## src/rtl/vga_timing_gen.sv

```systemverilog
// Parametrised VGA raster timing generator with a one-pixel address-to-colour pipeline.
// Optional 8-bar test pattern enabled by defining VGA_TEST_PATTERN_EN (adds TEST_MODE input).
module vga_timing_gen #(
  parameter int COLOUR_W = 12,
  parameter int CLK_DIV  = 4,
  parameter int H_SYNC   = 96,
  parameter int H_BP     = 48,
  parameter int H_ACTIVE = 640,
  parameter int H_FP     = 16,
  parameter int V_SYNC   = 2,
  parameter int V_BP     = 29,
  parameter int V_ACTIVE = 480,
  parameter int V_FP     = 10,
  parameter int H_CNT_W  = 10,
  parameter int V_CNT_W  = 10,
  parameter bit SYNC_POL = 1'b0
) (
  input  logic                CLK,
  input  logic                RESET,
`ifdef VGA_TEST_PATTERN_EN
  input  logic                TEST_MODE,
`endif
  input  logic [COLOUR_W-1:0] COLOUR_IN,
  output logic                PIX_EN,
  output logic [H_CNT_W-1:0]  ADDRESS_H,
  output logic [V_CNT_W-1:0]  ADDRESS_V,
  output logic [COLOUR_W-1:0] COLOUR_OUT,
  output logic                SYNC_H,
  output logic                SYNC_V,
  output logic                DISP_EN,
  output logic                LINE_START,
  output logic                FRAME_START
);

  localparam int unsigned H_TOT    = H_SYNC + H_BP + H_ACTIVE + H_FP;
  localparam int unsigned V_TOT    = V_SYNC + V_BP + V_ACTIVE + V_FP;
  localparam int unsigned H_SYN_HI = H_SYNC;
  localparam int unsigned V_SYN_HI = V_SYNC;
  localparam int unsigned H_ACT_LO = H_SYNC + H_BP;
  localparam int unsigned H_ACT_HI = H_SYNC + H_BP + H_ACTIVE;
  localparam int unsigned V_ACT_LO = V_SYNC + V_BP;
  localparam int unsigned V_ACT_HI = V_SYNC + V_BP + V_ACTIVE;
  localparam int unsigned DIV_MAX  = CLK_DIV - 1;
  localparam int          DIV_W    = (CLK_DIV > 1) ? $clog2(CLK_DIV) : 1;

  if (H_TOT > 2**H_CNT_W) begin : g_h_tot_chk
    $error("vga_timing_gen: H_TOT does not fit in H_CNT_W bits");
  end
  if (V_TOT > 2**V_CNT_W) begin : g_v_tot_chk
    $error("vga_timing_gen: V_TOT does not fit in V_CNT_W bits");
  end

  logic [DIV_W-1:0]    div_q, div_d;
  logic                pix_en_q, pix_en_d;
  logic [H_CNT_W-1:0]  h_cnt_q, h_cnt_d;
  logic [V_CNT_W-1:0]  v_cnt_q, v_cnt_d;
  logic                line_start_q, line_start_d;
  logic                frame_start_q, frame_start_d;
  logic                de_a_q, de_a_d;
  logic                hs_a_q, hs_a_d;
  logic                vs_a_q, vs_a_d;
  logic [H_CNT_W-1:0]  addr_h_q, addr_h_d;
  logic [V_CNT_W-1:0]  addr_v_q, addr_v_d;
  logic [COLOUR_W-1:0] colour_q, colour_d;
  logic                sync_h_q, sync_h_d;
  logic                sync_v_q, sync_v_d;
  logic                de_q, de_d;
  logic [COLOUR_W-1:0] colour_src;
  logic                h_last, v_last, h_act, v_act, h_sync, v_sync;

`ifdef VGA_TEST_PATTERN_EN
  localparam int unsigned BAR_PX = (H_ACTIVE / 8 > 0) ? H_ACTIVE / 8 : 1;
  localparam int          FW     = COLOUR_W / 3;
  logic [31:0]         bar_full;
  logic [2:0]          bar;
  logic [COLOUR_W-1:0] pattern;

  // addr_h_q still holds the address of the pixel being emitted in stage B
  always_comb begin
    bar_full = 32'(addr_h_q) / BAR_PX;
    bar      = (bar_full > 32'd7) ? 3'd7 : bar_full[2:0];
    pattern  = '0;
    pattern[COLOUR_W-1 -: FW]      = {FW{bar[2]}};
    pattern[COLOUR_W-1-FW -: FW]   = {FW{bar[1]}};
    pattern[COLOUR_W-1-2*FW -: FW] = {FW{bar[0]}};
    colour_src = TEST_MODE ? pattern : COLOUR_IN;
  end
`else
  always_comb colour_src = COLOUR_IN;
`endif

  always_comb begin
    h_last = (32'(h_cnt_q) == H_TOT - 1);
    v_last = (32'(v_cnt_q) == V_TOT - 1);
    h_sync = (32'(h_cnt_q) < H_SYN_HI);
    v_sync = (32'(v_cnt_q) < V_SYN_HI);
    h_act  = (32'(h_cnt_q) >= H_ACT_LO) && (32'(h_cnt_q) < H_ACT_HI);
    v_act  = (32'(v_cnt_q) >= V_ACT_LO) && (32'(v_cnt_q) < V_ACT_HI);

    pix_en_d      = (32'(div_q) == DIV_MAX);
    div_d         = pix_en_d ? '0 : div_q + DIV_W'(1);
    line_start_d  = pix_en_q && h_last;
    frame_start_d = pix_en_q && h_last && v_last;

    h_cnt_d  = h_cnt_q;
    v_cnt_d  = v_cnt_q;
    de_a_d   = de_a_q;
    hs_a_d   = hs_a_q;
    vs_a_d   = vs_a_q;
    addr_h_d = addr_h_q;
    addr_v_d = addr_v_q;
    colour_d = colour_q;
    sync_h_d = sync_h_q;
    sync_v_d = sync_v_q;
    de_d     = de_q;

    if (pix_en_q) begin
      h_cnt_d = h_last ? '0 : h_cnt_q + H_CNT_W'(1);
      if (h_last) v_cnt_d = v_last ? '0 : v_cnt_q + V_CNT_W'(1);

      de_a_d   = h_act && v_act;
      addr_h_d = h_act ? h_cnt_q - H_CNT_W'(H_ACT_LO) : '0;
      addr_v_d = v_act ? v_cnt_q - V_CNT_W'(V_ACT_LO) : '0;
      hs_a_d   = h_sync ? SYNC_POL : ~SYNC_POL;
      vs_a_d   = v_sync ? SYNC_POL : ~SYNC_POL;

      colour_d = de_a_q ? colour_src : '0;
      sync_h_d = hs_a_q;
      sync_v_d = vs_a_q;
      de_d     = de_a_q;
    end
  end

  // Stage-A sync registers reset deasserted so the first stage-B load cannot pulse sync
  always_ff @(posedge CLK or posedge RESET) begin
    if (RESET) begin
      div_q         <= '0;
      pix_en_q      <= 1'b0;
      h_cnt_q       <= '0;
      v_cnt_q       <= '0;
      line_start_q  <= 1'b0;
      frame_start_q <= 1'b0;
      de_a_q        <= 1'b0;
      hs_a_q        <= ~SYNC_POL;
      vs_a_q        <= ~SYNC_POL;
      addr_h_q      <= '0;
      addr_v_q      <= '0;
      colour_q      <= '0;
      sync_h_q      <= ~SYNC_POL;
      sync_v_q      <= ~SYNC_POL;
      de_q          <= 1'b0;
    end else begin
      div_q         <= div_d;
      pix_en_q      <= pix_en_d;
      h_cnt_q       <= h_cnt_d;
      v_cnt_q       <= v_cnt_d;
      line_start_q  <= line_start_d;
      frame_start_q <= frame_start_d;
      de_a_q        <= de_a_d;
      hs_a_q        <= hs_a_d;
      vs_a_q        <= vs_a_d;
      addr_h_q      <= addr_h_d;
      addr_v_q      <= addr_v_d;
      colour_q      <= colour_d;
      sync_h_q      <= sync_h_d;
      sync_v_q      <= sync_v_d;
      de_q          <= de_d;
    end
  end

  assign PIX_EN      = pix_en_q;
  assign ADDRESS_H   = addr_h_q;
  assign ADDRESS_V   = addr_v_q;
  assign COLOUR_OUT  = colour_q;
  assign SYNC_H      = sync_h_q;
  assign SYNC_V      = sync_v_q;
  assign DISP_EN     = de_q;
  assign LINE_START  = line_start_q;
  assign FRAME_START = frame_start_q;

endmodule
```

## config.mk

```make
export PLATFORM = sky130hd
export DESIGN_NAME = vga_timing_gen
export DESIGN_NICKNAME = d
export VERILOG_FILES = /design/src/rtl/vga_timing_gen.sv
export SDC_FILE = /design/constraint.sdc
export NUM_CORES = 1
export LEC_CHECK = 0
export CORE_AREA = 8 8 77 79
export DETAILED_ROUTE_END_ITERATION = 7
export DIE_AREA = 0 0 85 87
export DONT_BUFFER_PORTS = 1
export GPL_TIMING_DRIVEN = 0
export PLACE_DENSITY_LB_ADDON = 0.05
export SLEW_MARGIN = 20
export SYNTH_ARGS = -nofsm -noshare
export SYNTH_HDL_FRONTEND = slang
export SYNTH_SLANG_ARGS = --single-unit
```

## constraint.sdc

```tcl
create_clock -name CLK -period 2.6 [get_ports CLK]
set_input_delay 0.26 -clock CLK [delete_from_list [all_inputs] [get_ports CLK]]
set_output_delay 0.26 -clock CLK [all_outputs]
set_load 0.05 [all_outputs]
```

==> impl_metrics.yaml, run 1 <==
synth:
  synth_warnings: 0
  synth.area.mux_share: 0.01500
  synth_compound_gate_area_share: 0.1575
  synth-adder-area-share: 0.03529
  async_reset_ff_frac: 1.000
  synth-edff-count: 0
  synth.most_common_cell: "dfrtp_1"
  ys_ff_latch: 63
  netlist_instances: 256
  yosys.area.top_type: "dfrtp_1"
  synthTopCellsByCount: "59 x dfrtp_1, 20 x inv_1, 17 x o2bb2ai_1"
  yosysSeqAreaShare: 0.5576
  yosys.area_share.simple: 0.1200
  synth_ff_type: "dfrtp_1"
  syn_area_um2: 2836
  synth.avg_cell_area_um2: 11.08
  netlist.area_leader.share: 0.5205
  synthXorXnorAreaFrac: 0.05867
  synth.area.top_cells: "dfrtp_1 52%, o2bb2ai_1 5.2%, xnor2_1 4.0%, dfstp_2 3.7%, ha_1 3.5%"
  synth_top_family_by_area: "compound AO/OA/AOI/OAI gates"
  syn_nets: 278
  synth_cell_types: 44
sta:
  tightest_slew_ns: 0.5986
  fin_crit_ns: 2.166
  period_share: 0.8330
  finalMaxSlewViolations: 0
  rsz0062_at_grt: "false"
  max_slew_margin: 0.6010
  finalSetupViolCount: 0
  skew_ns: 0.007540
  fmax_ghz: 0.4617
  fin_setup_tns_ns: 0
  hold_viol_final: 0
critical_path:
  reg2regPathDepth: 4
  cp_top_family: "buffers and inverters"
  slowest_delay_ns: 0.72
  startpoint: "PIX_EN$_DFF_PP0_"
  worstPathArrival_ns: 2.45
  cp_num_buf_inv: 2
  required_ns: 2.88
  crit_chain: "buf_1 -> and2_1 -> clkbuf_1 -> a22o_1"
  slowest_stage: "dfrtp_1"
  r2r-start: "PIX_EN$_DFF_PP0_"
  critPathMaxFanout: 10
  path_class: "reg2reg"
  path_depth: 4
  start_kind: "register"
  worst_setup_path_end_kind: "register"
floorplan:
  die_w_um: 85
  die-area_um2: 7395
  core_area_um2: 4847
  rows: 26
  start_util: 0.5852
  num_io_pins: 52
  die_h_um: 87
clock_tree:
  clockBufferDepth: 2
  cts_tree: "built"
  cts.clk_slew.worst_paths_ns: 0.07
  cts_buffers: 9
  clock-sinks: 63
  cts-root-buf: "clkbuf_8"
  post_cts_buffers: 0
  cts_htree_levels: 3
  insertion_delay_ns: 0.34
grt:
  grt_pass1_vias: 1968
  grt_max_degree: 54
  overflow: 0
  antenna_found_initial: 0
  gr-usage-all-layers: 0.1780
  grt_pass1_wl_mm: 10.15
routing:
  wirelength_met1_mm: 2.684
  final_antenna_net_count: 0
  dr.pass1.iters: 4
  routed-wl-met3_um: 461
  dr.first_iter.drc_count: 64
  met2RoutedLength_mm: 2.802
  wl_per_cell_um: 18.43
  drc: 0
  drt_wl_total_mm: 6.083
  vias_per_cell: 5.794
  dr_total_vias: 1912
  top_layer_used: "met4"
worst_hold_path:
  min_from: "COLOUR_IN[11]"
  min_delay_path_depth: 1
  hold_path.class: "in2reg"
power_and_ir_drop:
  p_sw_w: 0.0004151
  p_per_area_nw_per_um2: 613.6
  power.share.combinational: 0.013
  sequentialPowerShare: 0.504
  clkPwrFrac: 0.483
  p_leak_nw: 1.470
  vdd_drop_max_mv: 0.4772
  swShare: 0.2136
  total_power_w: 0.001943
  power.internal_w: 0.001528
finish:
  diodes: 0
  layout-drive-gt1-share: 0.1241
  nets: 291
  syn_to_final_growth_pct: 11.65
outcome:
  outcome: "complete, no violations"
placed_design:
  place.gp.congestion: 0.8076
  numPortBuffers: 0
  hpwlAfterDp_mm: 4.210
job:
  drv_cap: 0
==> worst reg2reg max path: cells and delay by family, from the launching register on <==
family,cells,cell delay [ns]
AO/OA/AOI/OAI,1,0.20
buffers and inverters,2,0.91
AND/OR/NAND/NOR,1,0.27
flip-flops,1,0.72
==> power groups by stage <==
stage	combinational [W]	sequential, W	clock (W)
after floorplan	0.0000143	0.000999	0
after global placement	0.0000191	0.000999	0
after detailed placement	0.0000255	0.000998	0
after CTS	0.0000270	0.000980	0.000954
after global routing	0.0000300	0.000979	0.000995
final	0.0000252	0.000980	0.000938
==> worst paths after layout <==
kind | slack, ns | endpoint
setup / recovery | 0.43 | COLOUR_OUT[5]$_DFFE_PP0P_
setup reg to reg | 0.43 | COLOUR_OUT[5]$_DFFE_PP0P_
hold reg to reg | 0.43 | div_q[0]$_DFF_PP0_
max in group asynchronous | 1.74 | hs_a_q$_DFFE_PP1P_
hold / removal | 0.05 | COLOUR_OUT[11]$_DFFE_PP0P_
min in group asynchronous | 0.33 | ADDRESS_H[5]$_DFFE_PP0P_
==> logic make-up after synthesis <==
| family | Yosys count |
|---|---|
| compound gates | 58 |
| xor+xnor | 19 |
| fa+ha+maj | 8 |
| buf+inv | 39 |
| flops | 63 |
| mux | 4 |
| simple gates | 65 |
==> sequential cells by signal, summed over array words and instances, names as in the netlist <==
register,flops
ADDRESS_V,10
ADDRESS_H,10
div_q,2
PIX_EN,1
de_a_q,1
LINE_START,1
DISP_EN,1
COLOUR_OUT,12
vs_a_q,1
SYNC_V,1
hs_a_q,1
v_cnt_q,10
h_cnt_q,10
FRAME_START,1
SYNC_H,1
==> layout make-up <==
| cell class | instances | area (um2) |
|---|---|---|
| clock inverter | 7 | 96.34 |
| tap | 56 | 70.07 |
| clock buffer | 9 | 123.9 |
| fill | 406 | 1680 |
| buffer | 18 | 80.08 |
| multi-input combinational | 154 | 1096 |
| inverter | 21 | 81.33 |
| sequential | 63 | 1582 |
| timing repair buffer | 2 | 37.54 |
==> cell usage in the layout, fill, tap and decap left out, drive strengths merged, types with 2 or more instances in the layout <==
| cell | n |
|---|---|
| dfstp | 4 |
| mux2 | 2 |
| nand4 | 4 |
| a22o | 11 |
| o21ai | 10 |
| o2bb2ai | 17 |
| mux2i | 2 |
| or4 | 2 |
| o31ai | 5 |
| nand3 | 10 |
| buf | 7 |
| and3 | 3 |
| xor2 | 6 |
| clkinv | 5 |
| ha | 8 |
| or3 | 3 |
| nor3 | 4 |
| nor2 | 13 |
| nand2 | 17 |
| bufinv | 2 |
| a31oi | 2 |
| and4 | 4 |
| inv | 21 |
| o32ai | 2 |
| a21oi | 4 |
| clkbuf | 21 |
| xnor2 | 13 |
| dfrtp | 59 |
==> routing by layer <==
metal	global-route usage	vias up
met1	0.2120	920
met3	0.06604	13
met2	0.2777	48
met5	0	-
li1	-	931
met4	0.08738	0
==> metrics by stage <==
stage	std cells	utilization	area (um2)	hold slack (ns)	worst slack (ns)
global placement	312	0.5996	2907	0.3923	0.1776
detailed placement	313	0.6058	2937	0.05322	0.4640
global route	330	0.6533	3167	0.03136	0.2848
floorplan	256	-	2836	0.3884	0.7677
CTS	330	0.6533	3167	0.03271	0.4300
finish	330	0.6533	3167	0.04553	0.4342
==> what timing repair did <==
item | 4_1_cts | 5_1_grt
gates resized for setup | 0 | 0
endpoints found under the hold margin | 59 | 0
hold buffers | 1 | 0
No activity file was read; power rests on OpenSTA's default activity.
==> run 2, diff against run 1 <==
==> constraint.sdc (replaced) <==
create_clock -name CLK -period 2.25 [get_ports CLK]
set_input_delay 0.225 -clock CLK [delete_from_list [all_inputs] [get_ports CLK]]
set_output_delay 0.225 -clock CLK [all_outputs]
set_load 0.05 [all_outputs]
==> run 2 against run 1 <==
Maximum frequency grew 4.7%. Clock skew rose by 0.00053 ns. Register-to-register slack worse by 0.25 ns. Cell count rose by 0.91%. Setup slack got worse by 0.25 ns. Combinational power up 33%. Non-clock buffer count is 3 higher. Via count is 1.3% higher. Final area increased by 1.0%. Largest cell class unchanged. Largest power group unchanged. Highest routed layer unchanged.
==> impl_metrics.yaml, run 2 (synthesized netlist as in run 1, its figures left out) <==
outcome:
  outcome: "complete, no violations"
power_and_ir_drop:
  p_leak_nw: 1.484
  p_sw_w: 0.0004810
  swShare: 0.2138
  vdd_drop_max_mv: 0.5496
  power.internal_w: 0.001769
  sequentialPowerShare: 0.503
  power.share.combinational: 0.015
  p_per_area_nw_per_um2: 703.3
  total_power_w: 0.002250
  clkPwrFrac: 0.482
grt:
  grt_pass1_wl_mm: 10.20
  overflow: 0
  grt_pass1_vias: 1977
  gr-usage-all-layers: 0.1788
  antenna_found_initial: 0
  grt_max_degree: 54
clock_tree:
  cts.clk_slew.worst_paths_ns: 0.07
  insertion_delay_ns: 0.34
  cts_tree: "built"
  cts_htree_levels: 3
  cts_buffers: 9
  cts-root-buf: "clkbuf_8"
  clock-sinks: 63
  clockBufferDepth: 2
placed_design:
  numPortBuffers: 0
  placed_cell_area_um2: 2937
  place.gp.congestion: 0.8076
  hpwlAfterDp_mm: 4.210
routing:
  dr_total_vias: 1936
  dr.pass1.iters: 4
  wl_per_cell_um: 18.36
  dr.first_iter.drc_count: 68
  drt_wl_total_mm: 6.113
  vias_per_cell: 5.814
  final_antenna_net_count: 0
  drc: 0
sta:
  rsz0062_at_grt: "false"
  fin_crit_ns: 2.069
  finalSetupViolCount: 0
  finalMaxSlewViolations: 0
  max_slew_margin: 0.6573
  hold_viol_final: 0
  skew_ns: 0.008068
  tightest_slew_ns: 0.5140
  fmax_ghz: 0.4832
  period_share: 0.9197
worst_hold_path:
  min_delay_path_depth: 1
  min_from: "COLOUR_IN[2]"
  worstHoldEndpoint: "COLOUR_OUT[2]$_DFFE_PP0P_"
  hold_path.class: "in2reg"
critical_path:
  worst_setup_path_end_kind: "register"
  r2r-end: "ADDRESS_V[8]$_DFFE_PP0P_"
  reg2regPathDepth: 6
  path_class: "reg2reg"
  r2r-start: "v_cnt_q[0]$_DFFE_PP0P_"
  critPathMaxFanout: 7
  rrSetupSlack_ns: 0.18
  required_ns: 2.49
  worstPathArrival_ns: 2.31
  start_kind: "register"
finish:
  diodes: 0
  mostFrequentLayoutCells: "58 x dfrtp_1, 19 x inv_1, 17 x o2bb2ai_1"
  layout-drive-gt1-share: 0.1300
  syn_to_final_growth_pct: 12.79
  nets: 294
  finalInstanceArea_um2: 3199
  largest_register_ffs: 12
  final_common_cell: "dfrtp_1"
floorplan:
  core_area_um2: 4847
  die_w_um: 85
  rows: 26
  die_h_um: 87
  start_util: 0.5852
  die-area_um2: 7395
  num_io_pins: 52
job:
  drv_cap: 0
[run 2: power groups by stage]
stage                     Combinational (W)  Clock [W]  Sequential (W)
final                             0.0000335    0.00108         0.00113
after global routing              0.0000390    0.00115         0.00113
after CTS                         0.0000340    0.00110         0.00113
after detailed placement          0.0000294          0         0.00115
after global placement            0.0000220          0         0.00115
after floorplan                   0.0000166          0         0.00115
[run 2: per-layer routing]
layer  wire length, um  share of wire  up-vias  GRT usage
li1                  -              -      937          -
met4               133          0.022        0    0.08738
met2              2843           0.47       45     0.2805
met5                 0              0        -          0
met1              2697           0.44      941     0.2120
met3               438          0.072       13    0.06604
[run 2: cell type report]
class | instances | area, um2
plain buffers | 18 | 81.33
inverters | 21 | 81.33
clock buffers | 9 | 123.9
fillers | 399 | 1648
flip-flops and latches | 63 | 1583
multi-input cells | 154 | 1096
repair buffers | 5 | 67.56
well taps | 56 | 70.07
clock inverters | 7 | 96.34
[run 2: worst max-delay path by stage]
stage	start	cells past startpoint	slack (ns)	end
4_1_cts	PIX_EN$_DFF_PP0_	4	0.08	COLOUR_OUT[1]$_DFFE_PP0P_
3_5_place_dp	PIX_EN$_DFF_PP0_	4	0.11	COLOUR_OUT[6]$_DFFE_PP0P_
5_1_grt	h_cnt_q[5]$_DFFE_PP0P_	7	0.04	v_cnt_q[8]$_DFFE_PP0P_
6_report	v_cnt_q[0]$_DFFE_PP0P_	6	0.18	ADDRESS_V[8]$_DFFE_PP0P_
3_3_place_gp	RESET	1	-0.14	v_cnt_q[7]$_DFFE_PP0P_
2_1_floorplan	v_cnt_q[6]$_DFFE_PP0P_	5	0.42	v_cnt_q[5]$_DFFE_PP0P_
[run 2: through the flow]
stage | utilization | hold slack (ns) | std cells | TNS (ns) | setup slack (ns)
6_report | 0.6600 | 0.01861 | 333 | 0 | 0.1806
5_1_grt | 0.6600 | 0.004063 | 333 | 0 | 0.03938
4_1_cts | 0.6575 | 0.001595 | 332 | 0 | 0.08002
3_5_place_dp | 0.6058 | 0.01822 | 313 | 0 | 0.1140
3_3_place_gp | 0.5996 | 0.3573 | 312 | -7.911 | -0.1374
2_1_floorplan | - | 0.3534 | 256 | 0 | 0.4177
[run 2: what timing repair did]
action	CTS	global route
resized for setup	0	2
setup buffers	0	0
setup endpoints to repair	0	13
hold buffers	3	1
hold endpoints to repair	61	1
[run 2: critical path, cell delays in order (launching register included)]
cell and delay (ns):
dfrtp_1 0.46, ha_1 0.28, and4_1 0.28, mux2i_1 0.14
or2_2 0.27, clkbuf_1 0.21, o32ai_1 0.32
==> run 3, diff against run 2 <==
==> constraint.sdc (replaced) <==
create_clock -name CLK -period 2.2 [get_ports CLK]
set_input_delay 0.22 -clock CLK [delete_from_list [all_inputs] [get_ports CLK]]
set_output_delay 0.22 -clock CLK [all_outputs]
set_load 0.05 [all_outputs]
==> run 3 against run 2 <==
Worst hold slack got worse by 0.0070 ns. Cell count rose by 1.2%. Setup slack got worse by 0.052 ns. Critical path type unchanged. Clock skew fell by 0.00051 ns. First-iteration DRC count rose by 7.4%.
==> impl_metrics.yaml, run 3 (synthesized netlist as in run 1, its figures left out) <==
floorplan:
  core_area_um2: 4847
  rows: 26
  die-area_um2: 7395
  start_util: 0.5852
  die_w_um: 85
  num_io_pins: 52
  die_h_um: 87
placed_design:
  place.gp.congestion: 0.8076
  numPortBuffers: 0
  hpwlAfterDp_mm: 4.210
sta:
  tightest_slew_ns: 0.5140
  rsz0062_at_grt: "false"
  period_share: 0.9417
  finalSetupViolCount: 0
  fmax_ghz: 0.4827
  fin_crit_ns: 2.072
  skew_ns: 0.007556
  finalMaxSlewViolations: 0
  hold_viol_final: 0
  fin_setup_tns_ns: 0
  max_slew_margin: 0.6574
finish:
  largest_register_ffs: 12
  syn_to_final_growth_pct: 14.42
  final_common_cell: "dfrtp_1"
  diodes: 0
  nets: 298
  mostFrequentLayoutCells: "58 x dfrtp_1, 19 x inv_1, 17 x o2bb2ai_1"
  layout-drive-gt1-share: 0.1352
grt:
  antenna_found_initial: 0
  grt_max_degree: 54
  overflow: 0
  grt_pass1_wl_mm: 10.32
  grt_pass1_vias: 1996
  gr-usage-all-layers: 0.1810
critical_path:
  r2r-end: "ADDRESS_V[8]$_DFFE_PP0P_"
  critPathMaxFanout: 7
  rrSetupSlack_ns: 0.13
  cp_num_buf_inv: 1
  crit_chain: "ha_1 -> and4_1 -> mux2i_1 -> or2_2 -> clkbuf_1 -> o32ai_1"
  start_kind: "register"
  worst_setup_path_end_kind: "register"
  worstPathArrival_ns: 2.31
  path_class: "reg2reg"
  slowest_delay_ns: 0.47
  slowest_stage: "dfrtp_1"
  required_ns: 2.44
  cp_top_family: "simple AND/OR/NAND/NOR gates"
  reg2regPathDepth: 6
  r2r-start: "v_cnt_q[0]$_DFFE_PP0P_"
clock_tree:
  clock-sinks: 63
  cts.clk_slew.worst_paths_ns: 0.07
  cts_buffers: 9
  cts_htree_levels: 3
  clockBufferDepth: 2
  cts_tree: "built"
  insertion_delay_ns: 0.34
  cts-root-buf: "clkbuf_8"
power_and_ir_drop:
  p_per_area_nw_per_um2: 710.8
  vdd_drop_max_mv: 0.5633
  p_leak_nw: 1.508
  swShare: 0.2137
  p_sw_w: 0.0004931
  power.internal_w: 0.001814
  sequentialPowerShare: 0.502
  total_power_w: 0.002307
  clkPwrFrac: 0.481
  power.share.combinational: 0.018
routing:
  dr.pass1.iters: 4
  dr.first_iter.drc_count: 73
  vias_per_cell: 5.745
  drt_wl_total_mm: 6.144
  final_antenna_net_count: 0
  drc: 0
  wl_per_cell_um: 18.23
  dr_total_vias: 1936
worst_hold_path:
  worstHoldEndpoint: "COLOUR_OUT[10]$_DFFE_PP0P_"
  hold_path.class: "in2reg"
  min_from: "COLOUR_IN[10]"
  min_delay_path_depth: 1
outcome:
  outcome: "complete, no violations"
job:
  drv_cap: 0
run 3: changes by cell type in the layout (fill, tap and decap cells not counted), sizes merged:
cell | before | now
dlygate4sd3 | 4 | 8
run 3: how the worst max path moves through the flow:
stage	start	end	slack, ns	cells past startpoint
after floorplan	v_cnt_q[6]$_DFFE_PP0P_	v_cnt_q[5]$_DFFE_PP0P_	0.37	5
after global placement	RESET	v_cnt_q[7]$_DFFE_PP0P_	-0.18	1
after detailed placement	PIX_EN$_DFF_PP0_	COLOUR_OUT[6]$_DFFE_PP0P_	0.06	4
after CTS	PIX_EN$_DFF_PP0_	COLOUR_OUT[1]$_DFFE_PP0P_	0.03	4
after global routing	v_cnt_q[0]$_DFFE_PP0P_	ADDRESS_V[8]$_DFFE_PP0P_	0.002	6
final	v_cnt_q[0]$_DFFE_PP0P_	ADDRESS_V[8]$_DFFE_PP0P_	0.13	6
run 3: layer usage:
metal,wire length (um),vias up,track usage
met2,2877,44,0.2862
met3,452,13,0.06698
met1,2679,935,0.2132
met5,0,-,0
li1,-,944,-
met4,133,0,0.08738
run 3: metrics by stage:
step / instances / hold WS (ns) / instance area, um2 / setup WS, ns / util
2_1_floorplan: 256 / 0.3484 / 2836 / 0.3677 / -
3_3_place_gp: 312 / 0.3523 / 2907 / -0.1824 / 0.5996
3_5_place_dp: 313 / 0.01322 / 2937 / 0.06404 / 0.6058
4_1_cts: 336 / 0.0007559 / 3227 / 0.03002 / 0.6657
5_1_grt: 337 / 0.004988 / 3246 / 0.002095 / 0.6696
6_report: 337 / 0.01162 / 3246 / 0.1282 / 0.6696
run 3: repair_timing:
item                                    in CTS  in global routing
endpoints found under the setup margin       0                 29
gates resized for setup                      0                  5
buffers inserted                             0                  0
hold endpoints to repair                    65                  1
hold buffers                                 7                  1
run 3: layout make-up:
cell class / count / area (um2)
clock buffer: 9 / 123.9
timing repair buffer: 9 / 107.6
buffer: 18 / 82.58
clock inverter: 7 / 96.34
sequential: 63 / 1583
fill: 394 / 1602
tap: 56 / 70.07
multi-input combinational: 154 / 1101
inverter: 21 / 81.33
run 3: power by group through the flow:
stage | registers, W | clock network, W | logic [W]
4_1_cts | 0.00116 | 0.00113 | 0.0000405
2_1_floorplan | 0.00118 | 0 | 0.0000170
5_1_grt | 0.00116 | 0.00118 | 0.0000463
3_3_place_gp | 0.00118 | 0 | 0.0000225
3_5_place_dp | 0.00118 | 0 | 0.0000301
6_report | 0.00116 | 0.00111 | 0.0000404
